**src/rtl/pwm_duty_capture_pkg.sv**
```systemverilog
// pwm_duty_capture_pkg
//   Shared constants for the three-channel PWM duty-cycle meter.
//   Status word layout : [8:0] active_count, [13:9] zero, [14] edge_seen, [15] valid
//   Control word layout: [0] enable, [1] clear_flags (level), [15:2] ignored
package pwm_duty_capture_pkg;

   localparam int STATUS_W   = 16;
   localparam int CONTROL_W  = 16;

   localparam int COUNT_LSB  = 0;
   localparam int COUNT_MSB  = 8;
   localparam int EDGE_BIT   = 14;
   localparam int VALID_BIT  = 15;

   localparam int ENABLE_BIT = 0;
   localparam int CLEAR_BIT  = 1;

   typedef struct packed {
      logic enable;
      logic clear;
   } ctrl_t;

   // Pull the two meaningful bits out of the control word; the rest is ignored.
   function automatic ctrl_t decode_control(input logic [CONTROL_W-1:0] word);
      ctrl_t c;
      c.enable = word[ENABLE_BIT];
      c.clear  = word[CLEAR_BIT];
      return c;
   endfunction

endpackage

```
**src/rtl/pwm_duty_capture_if.sv**
```systemverilog
// pwm_duty_capture_if
//   Bundles the PWM pins, the control word and the three status words.
//   master : the CPU / environment side (drives pins and control, reads status)
//   slave  : the meter (samples pins and control, drives status)
//   The status words are plain registers: a read simply samples the current
//   value, there is no request/acknowledge handshake on this bus.
interface pwm_duty_capture_if;
   import pwm_duty_capture_pkg::*;

   logic                  pwm_red;
   logic                  pwm_grn;
   logic                  pwm_blu;
   logic [CONTROL_W-1:0]  control;
   logic [STATUS_W-1:0]   status_red;
   logic [STATUS_W-1:0]   status_grn;
   logic [STATUS_W-1:0]   status_blu;

   modport master (
      output pwm_red, pwm_grn, pwm_blu, control,
      input  status_red, status_grn, status_blu
   );

   modport slave (
      input  pwm_red, pwm_grn, pwm_blu, control,
      output status_red, status_grn, status_blu
   );

endinterface

```
**src/rtl/pwm_duty_capture_channel_meter.sv**
```systemverilog
// pwm_channel_meter
//   One PWM channel: input synchroniser, falling-edge detect, active-cycle
//   accumulator and the published status register.
//   Ports:
//     clock, reset  - system clock, async active-high reset
//     pwm_n         - active-low PWM pin, asynchronous to clock
//     enable        - meter enabled (0 forces everything to zero)
//     clear         - clear flags and restart the window (count kept)
//     window_end    - last cycle of the current window (from the top level)
//     status        - 16-bit measurement word
module pwm_channel_meter
   import pwm_duty_capture_pkg::*;
#(
   parameter int WINDOW_BITS = 8,
   parameter int SYNC_STAGES = 2
) (
   input  logic                clock,
   input  logic                reset,
   input  logic                pwm_n,
   input  logic                enable,
   input  logic                clear,
   input  logic                window_end,
   output logic [STATUS_W-1:0] status
);

   logic [SYNC_STAGES-1:0] sync_q;
   logic                   prev_q;
   logic [WINDOW_BITS:0]   acc_q;
   logic                   eflag_q;
   logic [WINDOW_BITS:0]   count_q;
   logic                   edge_q;
   logic                   valid_q;

   logic                   sample;
   logic                   active;
   logic                   fall;
   logic [WINDOW_BITS:0]   acc_next;

   // Synchroniser resets to 1 so the line reads inactive until real data arrives.
   always_ff @(posedge clock or posedge reset) begin
      if (reset) begin
         sync_q <= '1;
      end else begin
         sync_q <= {sync_q[SYNC_STAGES-2:0], pwm_n};
      end
   end

   assign sample = sync_q[SYNC_STAGES-1];
   assign active = ~sample;
   assign fall   = prev_q & ~sample;

   // The accumulator holds at most 2^WINDOW_BITS - 1 before the final cycle,
   // so adding the last contribution still fits in WINDOW_BITS+1 bits.
   assign acc_next = acc_q + {{WINDOW_BITS{1'b0}}, active};

   // Edge history keeps tracking while disabled so the first enabled cycle
   // compares against the real previous sample.
   always_ff @(posedge clock or posedge reset) begin
      if (reset) begin
         prev_q <= 1'b1;
      end else begin
         prev_q <= sample;
      end
   end

   // Precedence: disable > clear > window-end capture > accumulate.
   always_ff @(posedge clock or posedge reset) begin
      if (reset) begin
         acc_q   <= '0;
         eflag_q <= 1'b0;
         count_q <= '0;
         edge_q  <= 1'b0;
         valid_q <= 1'b0;
      end else if (!enable) begin
         acc_q   <= '0;
         eflag_q <= 1'b0;
         count_q <= '0;
         edge_q  <= 1'b0;
         valid_q <= 1'b0;
      end else if (clear) begin
         acc_q   <= '0;
         eflag_q <= 1'b0;
         edge_q  <= 1'b0;
         valid_q <= 1'b0;
      end else if (window_end) begin
         count_q <= acc_next;
         edge_q  <= eflag_q | fall;
         valid_q <= 1'b1;
         acc_q   <= '0;
         eflag_q <= 1'b0;
      end else begin
         acc_q   <= acc_next;
         eflag_q <= eflag_q | fall;
      end
   end

   always_comb begin
      status                             = '0;
      status[COUNT_LSB +: WINDOW_BITS+1] = count_q;
      status[EDGE_BIT]                   = edge_q;
      status[VALID_BIT]                  = valid_q;
   end

endmodule

```
**src/rtl/pwm_duty_capture.sv**
```systemverilog
// pwm_duty_capture
//   Three-channel PWM duty-cycle meter (read side of the RGB LED driver).
//   Counts active-low cycles of each pin over a 2^WINDOW_BITS-cycle window
//   and publishes one 16-bit status word per channel.
//   Ports:
//     clock  - system clock
//     reset  - asynchronous, active-high reset
//     bus    - slave side of pwm_duty_capture_if (pins, control, status words)
module pwm_duty_capture
   import pwm_duty_capture_pkg::*;
#(
   parameter int WINDOW_BITS = 8,
   parameter int SYNC_STAGES = 2
) (
   input  logic               clock,
   input  logic               reset,
   pwm_duty_capture_if.slave  bus
);

   ctrl_t                  ctrl;
   logic [WINDOW_BITS-1:0] win_q;
   logic                   window_end;

   assign ctrl = decode_control(bus.control);

   // Window counter: held at zero while disabled or clearing, otherwise
   // free-runs and wraps, so the first capture lands 2^WINDOW_BITS enabled
   // cycles after enable (or clear) is released.
   always_ff @(posedge clock or posedge reset) begin
      if (reset) begin
         win_q <= '0;
      end else if (!ctrl.enable || ctrl.clear) begin
         win_q <= '0;
      end else begin
         win_q <= win_q + 1'b1;
      end
   end

   assign window_end = ctrl.enable & ~ctrl.clear & (&win_q);

   pwm_channel_meter #(
      .WINDOW_BITS (WINDOW_BITS),
      .SYNC_STAGES (SYNC_STAGES)
   ) u_red (
      .clock      (clock),
      .reset      (reset),
      .pwm_n      (bus.pwm_red),
      .enable     (ctrl.enable),
      .clear      (ctrl.clear),
      .window_end (window_end),
      .status     (bus.status_red)
   );

   pwm_channel_meter #(
      .WINDOW_BITS (WINDOW_BITS),
      .SYNC_STAGES (SYNC_STAGES)
   ) u_grn (
      .clock      (clock),
      .reset      (reset),
      .pwm_n      (bus.pwm_grn),
      .enable     (ctrl.enable),
      .clear      (ctrl.clear),
      .window_end (window_end),
      .status     (bus.status_grn)
   );

   pwm_channel_meter #(
      .WINDOW_BITS (WINDOW_BITS),
      .SYNC_STAGES (SYNC_STAGES)
   ) u_blu (
      .clock      (clock),
      .reset      (reset),
      .pwm_n      (bus.pwm_blu),
      .enable     (ctrl.enable),
      .clear      (ctrl.clear),
      .window_end (window_end),
      .status     (bus.status_blu)
   );

endmodule

```
**src/flat_wrapper.sv**
```systemverilog
// flat-port wrapper written by rule: the top's interface ports become plain ports
module pwm_duty_capture_flat import pwm_duty_capture_pkg::*;
#(
   parameter int WINDOW_BITS = 8,
   parameter int SYNC_STAGES = 2
)
  (clock, reset, bus_pwm_red, bus_pwm_grn, bus_pwm_blu, bus_control, bus_status_red, bus_status_grn, bus_status_blu);
  pwm_duty_capture_if bus_i ();
  input  logic clock;
  input  logic reset;
  input wire logic [$bits(bus_i.pwm_red)-1:0] bus_pwm_red;
  input wire logic [$bits(bus_i.pwm_grn)-1:0] bus_pwm_grn;
  input wire logic [$bits(bus_i.pwm_blu)-1:0] bus_pwm_blu;
  input wire logic [$bits(bus_i.control)-1:0] bus_control;
  output wire logic [$bits(bus_i.status_red)-1:0] bus_status_red;
  output wire logic [$bits(bus_i.status_grn)-1:0] bus_status_grn;
  output wire logic [$bits(bus_i.status_blu)-1:0] bus_status_blu;
  assign bus_i.pwm_red = bus_pwm_red;
  assign bus_i.pwm_grn = bus_pwm_grn;
  assign bus_i.pwm_blu = bus_pwm_blu;
  assign bus_i.control = bus_control;
  assign bus_status_red = bus_i.status_red;
  assign bus_status_grn = bus_i.status_grn;
  assign bus_status_blu = bus_i.status_blu;
  pwm_duty_capture #(.WINDOW_BITS(WINDOW_BITS), .SYNC_STAGES(SYNC_STAGES)) u_core (.clock(clock), .reset(reset), .bus(bus_i));
endmodule
```
**config.mk**
```make
export PLATFORM = sky130hd
export DESIGN_NAME = pwm_duty_capture_flat
export DESIGN_NICKNAME = d
export VERILOG_FILES = /design/src/rtl/pwm_duty_capture_pkg.sv /design/src/rtl/pwm_duty_capture_if.sv /design/src/rtl/pwm_duty_capture_channel_meter.sv /design/src/rtl/pwm_duty_capture.sv /design/src/flat_wrapper.sv
export SDC_FILE = /design/constraint.sdc
export NUM_CORES = 1
export LEC_CHECK = 0
export CAP_MARGIN = 20
export CORE_MARGIN = 3
export CORE_UTILIZATION = 40
export CTS_CLUSTER_SIZE = 30
export DETAILED_ROUTE_END_ITERATION = 10
export HOLD_SLACK_MARGIN = 0.03
export PLACE_DENSITY = 0.68
export SLEW_MARGIN = 20
export SYNTH_ARGS = -nofsm -noshare
export SYNTH_HDL_FRONTEND = slang
export SYNTH_SLANG_ARGS = --single-unit
```
**constraint.sdc**
```tcl
create_clock -name clock -period 2.2 [get_ports clock]
set_input_delay 0.33 -clock clock [delete_from_list [all_inputs] [get_ports clock]]
set_output_delay 0.33 -clock clock [all_outputs]
set_load 0.05 [all_outputs]
```
After elaboration in Yosys (flattened, before gate mapping)
Index checks and enable logic that the tools add are counted.

Register bits after elaboration: 78. Bits in latches: 0. RAM bits: 0. Memory bits (read-only): 0. Input port bits: 21. Output and inout port bits: 48. Word-level logic and storage cells: 83. Memories kept: 0.

Add/sub/neg operators: 4. Multipliers: 0. Divide/modulo/power cells: 0. Magnitude comparators: 0. Equal/unequal tests: 3. Shifts and indexed selects: 0. Muxes and demuxes: 40. Bitwise operators: 12. Reductions and logical operators: 4.

Operator list (count): $mux W9 (18); $add A9 B1 Y9 (3); $mux W1 (21); $add A8 B1 Y8 const B (1); $mux W8 (1); $reduce_and A8 Y1 (1); $and A1 B1 Y1 (5); $not A1 Y1 (4); $ne A3 B1 Y1 const B (1); $or A1 B1 Y1 (3); $ne A2 B1 Y1 const B (1); $ne A2 B2 Y1 const B (1); $reduce_and A2 Y1 (1); $logic_not A1 Y1 (1); $logic_or A1 B1 Y1 (1).

Depth between registers and ports, before layout
Word-level depth: 6. Depth in mapped cells: 8.

Modules after synthesis
A second synthesis with hierarchy kept.

Cell total of the unflattened synthesis: 326. Area total of the unflattened synthesis: 3638.5 um2.

Modules (own cells, without submodules): pwm_channel_meter (times used 3, cells an instance 96, area an instance 1088.5 um2); pwm_duty_capture (times used 1, cells an instance 38, area an instance 372.9 um2).

Worst setup path before layout
No wires, ideal clock.

Kind: flip-flop to flip-flop. From: reg u_core.win_q[0]. To: reg u_core.u_blu.count_q[2]. Arrival: 1.631 ns. Required time: 2.064 ns. Setup slack: 0.433 ns. Stages on the path, launching flop included: 9. Clock period less this slack: 1.767 ns. Path through: dfrtp_1 ha_1 nand3_2 or3_1 buf_2 o21a_1 buf_6 buf_8 o2bb2ai_1.

Longest elaborated chain between the ends: 4.

Ends and longest elaborated chain: from (decl) (RTL line pwm_duty_capture.sv:21) `logic [WINDOW_BITS-1:0] win_q;`; from (signal assigned) (RTL line pwm_duty_capture.sv:35) `win_q <= win_q + 1'b1;`; $reduce_and A8 Y1 (RTL line pwm_duty_capture.sv:39) `assign window_end = ctrl.enable & ~ctrl.clear & (&win_q);`; $and A1 B1 Y1 (RTL line pwm_duty_capture.sv:39); $ne A2 B1 Y1 (no source line); $reduce_and A2 Y1 (no source line); to (signal assigned) (RTL line pwm_duty_capture_channel_meter.sv:86) `count_q <= acc_next;`; to (decl) (RTL line pwm_duty_capture_channel_meter.sv:30) `logic [WINDOW_BITS:0] count_q;`.

No other way between the ends. A chain may end at the register's enable or synchronous reset.

Worst setup path after layout
From: reg u_core.win_q[0]. To: reg u_core.u_blu.count_q[0].

The elaborated chain is that of the path after synthesis.

==> metrics.yaml <==
cts.sinks: 78
synth_top_area_share: 0.534
combPwrFrac: 0.052
layout_min_cycle_time_ns: 1.91
r2r_setup_slack_ns: 0.29
viasPerCell: 4.84
clockPowerShare: 0.443
first_iter_violations: 103
synth_area_um2: 3230
place_inst: 402
timing.rr.start: "u_core.win_q[0]"
cts_resized: 0
cts_tree: "done"
synthDistinctLibCells: 30
worstHoldStart: "u_core.u_grn.sync_q[0]"
layout.nets: 339
postRouteAntennaNets: 0
worstSetupPathType: "flop to flop"
post-route-period-util: 0.869
io_buffer_count: 39
wl_per_cell_um: 13.5
htree_levels: 3
place_area_um2: 3670
vias: 2022
drive_above_1_share: 0.120
fin_util: 0.503
fill_cells: 721
die_width_um: 95.9
max_slew_margin: 0.662
power.density_nw_per_um2: 738
grt_pass1_wl_um: 9970
place_congestion: 0.745
yosys_warnings: 0
num_rows: 32
clk_pin_slew_ns: 0.07
crit_path_start_kind: "flop"
fin_area_um2: 3930
tightestPinTransition_ns: 0.505
whs_path_depth: 0
critPathRequiredTime_ns: 2.48
clk_latency_ns: 0.35
synth_cells: 269
ys_seq_area_frac: 0.607
pin_count: 69
timing.fmax_mhz: 523
rsz0062_at_grt: "false"
leakagePower_nw: 1.71
place_ws_ns: 0.314
fin_cells: 418
cp.arrival_ns: 2.19
antenna_found_initial: 0
dp_hpwl_um: 3790
post_cts_buffers: 0
ff2ff_path_depth: 6
hold_end: "u_core.u_grn.sync_q[1]"
core_region_area_um2: 7810
routed_wl_um: 5660
tns_ns: 0
first_global_vias: 2056
synthToLayoutAreaGrowth_pct: 21.4
synth_seq_cells: 78
synthTopCellsByArea: "dfrtp_1 53%, dfstp_2 7.3%, o2bb2ai_1 5.7%, buf_4 4.9%, nor2_1 4.6%"
power_frac_seq: 0.505
yosysTopAreaCell: "dfrtp_1"
rr_endpoint: "u_core.u_blu.count_q[0]"
hold_slack_ns: 0.356
p_sw_uw: 616
fin_skew_ns: 0.00689
p_sw_frac: 0.213
grt-ovfl-total: 0
synth_edf_count: 0
setup_viol: 0
track_usage: 0.143
drt_pass1_iterations: 4
cts_buffers: 9
finalWorstSetupSlack_ns: 0.288
initial_core_util: 0.414
finalHoldViolations: 0
worst_hold_path_type: "flop to flop"
drc: 0
fp.dieArea_um2: 9200
num_antenna_cells: 0
p_total_mw: 2.90
finalMaxSlewViolations: 0
power.internal_mw: 2.28
postCtsHoldBufs: 0
status: "complete, no violations"
ctsRootBufferMaster: "clkbuf_8"
async_reset_ff_frac: 1.00
cp_max_fo: 8
avgSynthCellArea_um2: 12.0
clock_path_buffers: 2
die_height_um: 95.9
endpoint_kind: "flop"
grt_max_degree: 79
synth_flop_cell: "dfrtp_1"
ir_worst_vdd_uv: 381
drv_cap: 0
==> power by group through the flow <==
stage | registers, mW | clock network (mW) | logic, mW
3_3_place_gp | 1.49 | 0 | 0.153
3_5_place_dp | 1.49 | 0 | 0.155
5_1_grt | 1.46 | 1.38 | 0.168
2_1_floorplan | 1.49 | 0 | 0.139
6_report | 1.46 | 1.28 | 0.152
4_1_cts | 1.46 | 1.31 | 0.155
==> per-layer routing <==
metal / GRT usage / up-vias / part of all wire
met2: 0.232 / 43 / 0.50
met4: 0.0403 / 0 / 0.014
met1: 0.175 / 1004 / 0.43
met3: 0.0594 / 9 / 0.053
met5: 0 / - / 0
li1: - / 966 / -
==> how the worst max path moves through the flow <==
| stage | start | end | slack, ns | depth (start not counted) |
|---|---|---|---|---|
| 2_1_floorplan | u_core.win_q[0] | u_core.u_blu.count_q[2] | 0.43 | 8 |
| 3_3_place_gp | u_core.win_q[0] | u_core.u_blu.count_q[0] | 0.37 | 6 |
| 3_5_place_dp | u_core.win_q[0] | u_core.u_blu.count_q[0] | 0.31 | 6 |
| 4_1_cts | u_core.win_q[0] | u_core.u_blu.count_q[0] | 0.27 | 6 |
| 5_1_grt | u_core.win_q[1] | u_core.u_blu.count_q[0] | 0.12 | 6 |
| 6_report | u_core.win_q[0] | u_core.u_blu.count_q[0] | 0.29 | 6 |
==> registers in the layout (all words and copies together), names as in the netlist <==
| signal | count |
|---|---|
| u_core.u_blu.acc_q | 9 |
| u_core.u_blu.count_q | 9 |
| u_core.u_grn.acc_q | 9 |
| u_core.u_grn.count_q | 9 |
| u_core.u_red.acc_q | 9 |
| u_core.u_red.count_q | 9 |
| u_core.win_q | 8 |
| u_core.u_blu.sync_q | 2 |
| u_core.u_grn.sync_q | 2 |
| u_core.u_red.sync_q | 2 |
| u_core.u_blu.edge_q | 1 |
| u_core.u_blu.eflag_q | 1 |
| u_core.u_blu.prev_q | 1 |
| u_core.u_grn.edge_q | 1 |
| u_core.u_grn.eflag_q | 1 |
| u_core.u_grn.prev_q | 1 |
| u_core.u_grn.valid_q | 1 |
| u_core.u_red.edge_q | 1 |
| u_core.u_red.eflag_q | 1 |
| u_core.u_red.prev_q | 1 |
==> critical path, cell delays in order, from the launching register on <==
cell and delay, ns:
dfrtp_1 0.40, ha_1 0.22, nand3_2 0.12, or3_1 0.35
buf_4 0.17, nor2_1 0.37, a22o_1 0.21
==> cells in the mapped netlist (2+ instances only) <==
master and instances:
dfrtp_1 69, a21oi_1 4, nand2_1 9, a22o_1 6, buf_4 21, and3_1 7, clkbuf_1 3, xor2_1 12
buf_2 3, and2_1 2, xnor2_1 14, buf_6 2, nor2_1 40, ha_1 7, o2bb2ai_1 21, o2bb2ai_2 3
nand3_1 10, inv_1 8, or3_1 4, dfstp_2 9, nand4_1 4, nor3_1 3
==> cell families after synthesis <==
logic type | Yosys count | share of synthesized area
other cells | 1 | 0.00116
fa+ha+maj | 7 | 0.0271
buf+inv | 38 | 0.0778
simple gates | 83 | 0.120
flops | 78 | 0.607
xor+xnor | 26 | 0.0704
compound gates | 36 | 0.0971
==> layout by cell type (no fill, tap or decap), drive strengths merged, types with 11 or more instances in the layout <==
cell,synthesis,final
dfrtp,69,69
nor2,40,40
clkdlybuf4s50,0,39
o2bb2ai,24,24
conb,1,15
xnor2,14,14
clkbuf,3,14
xor2,12,12
nand3,11,11
==> layout make-up <==
type	count	area, µm²	area share
clock buffers	14	193	0.0491
multi-input cells	167	1070	0.273
inverters	8	33.8	0.00861
clock inverters	2	60.1	0.0153
well taps	102	128	0.0325
repair buffers	47	475	0.121
flip-flops and latches	78	1960	0.500
Note: power is estimated with default switching activity, not from simulation.
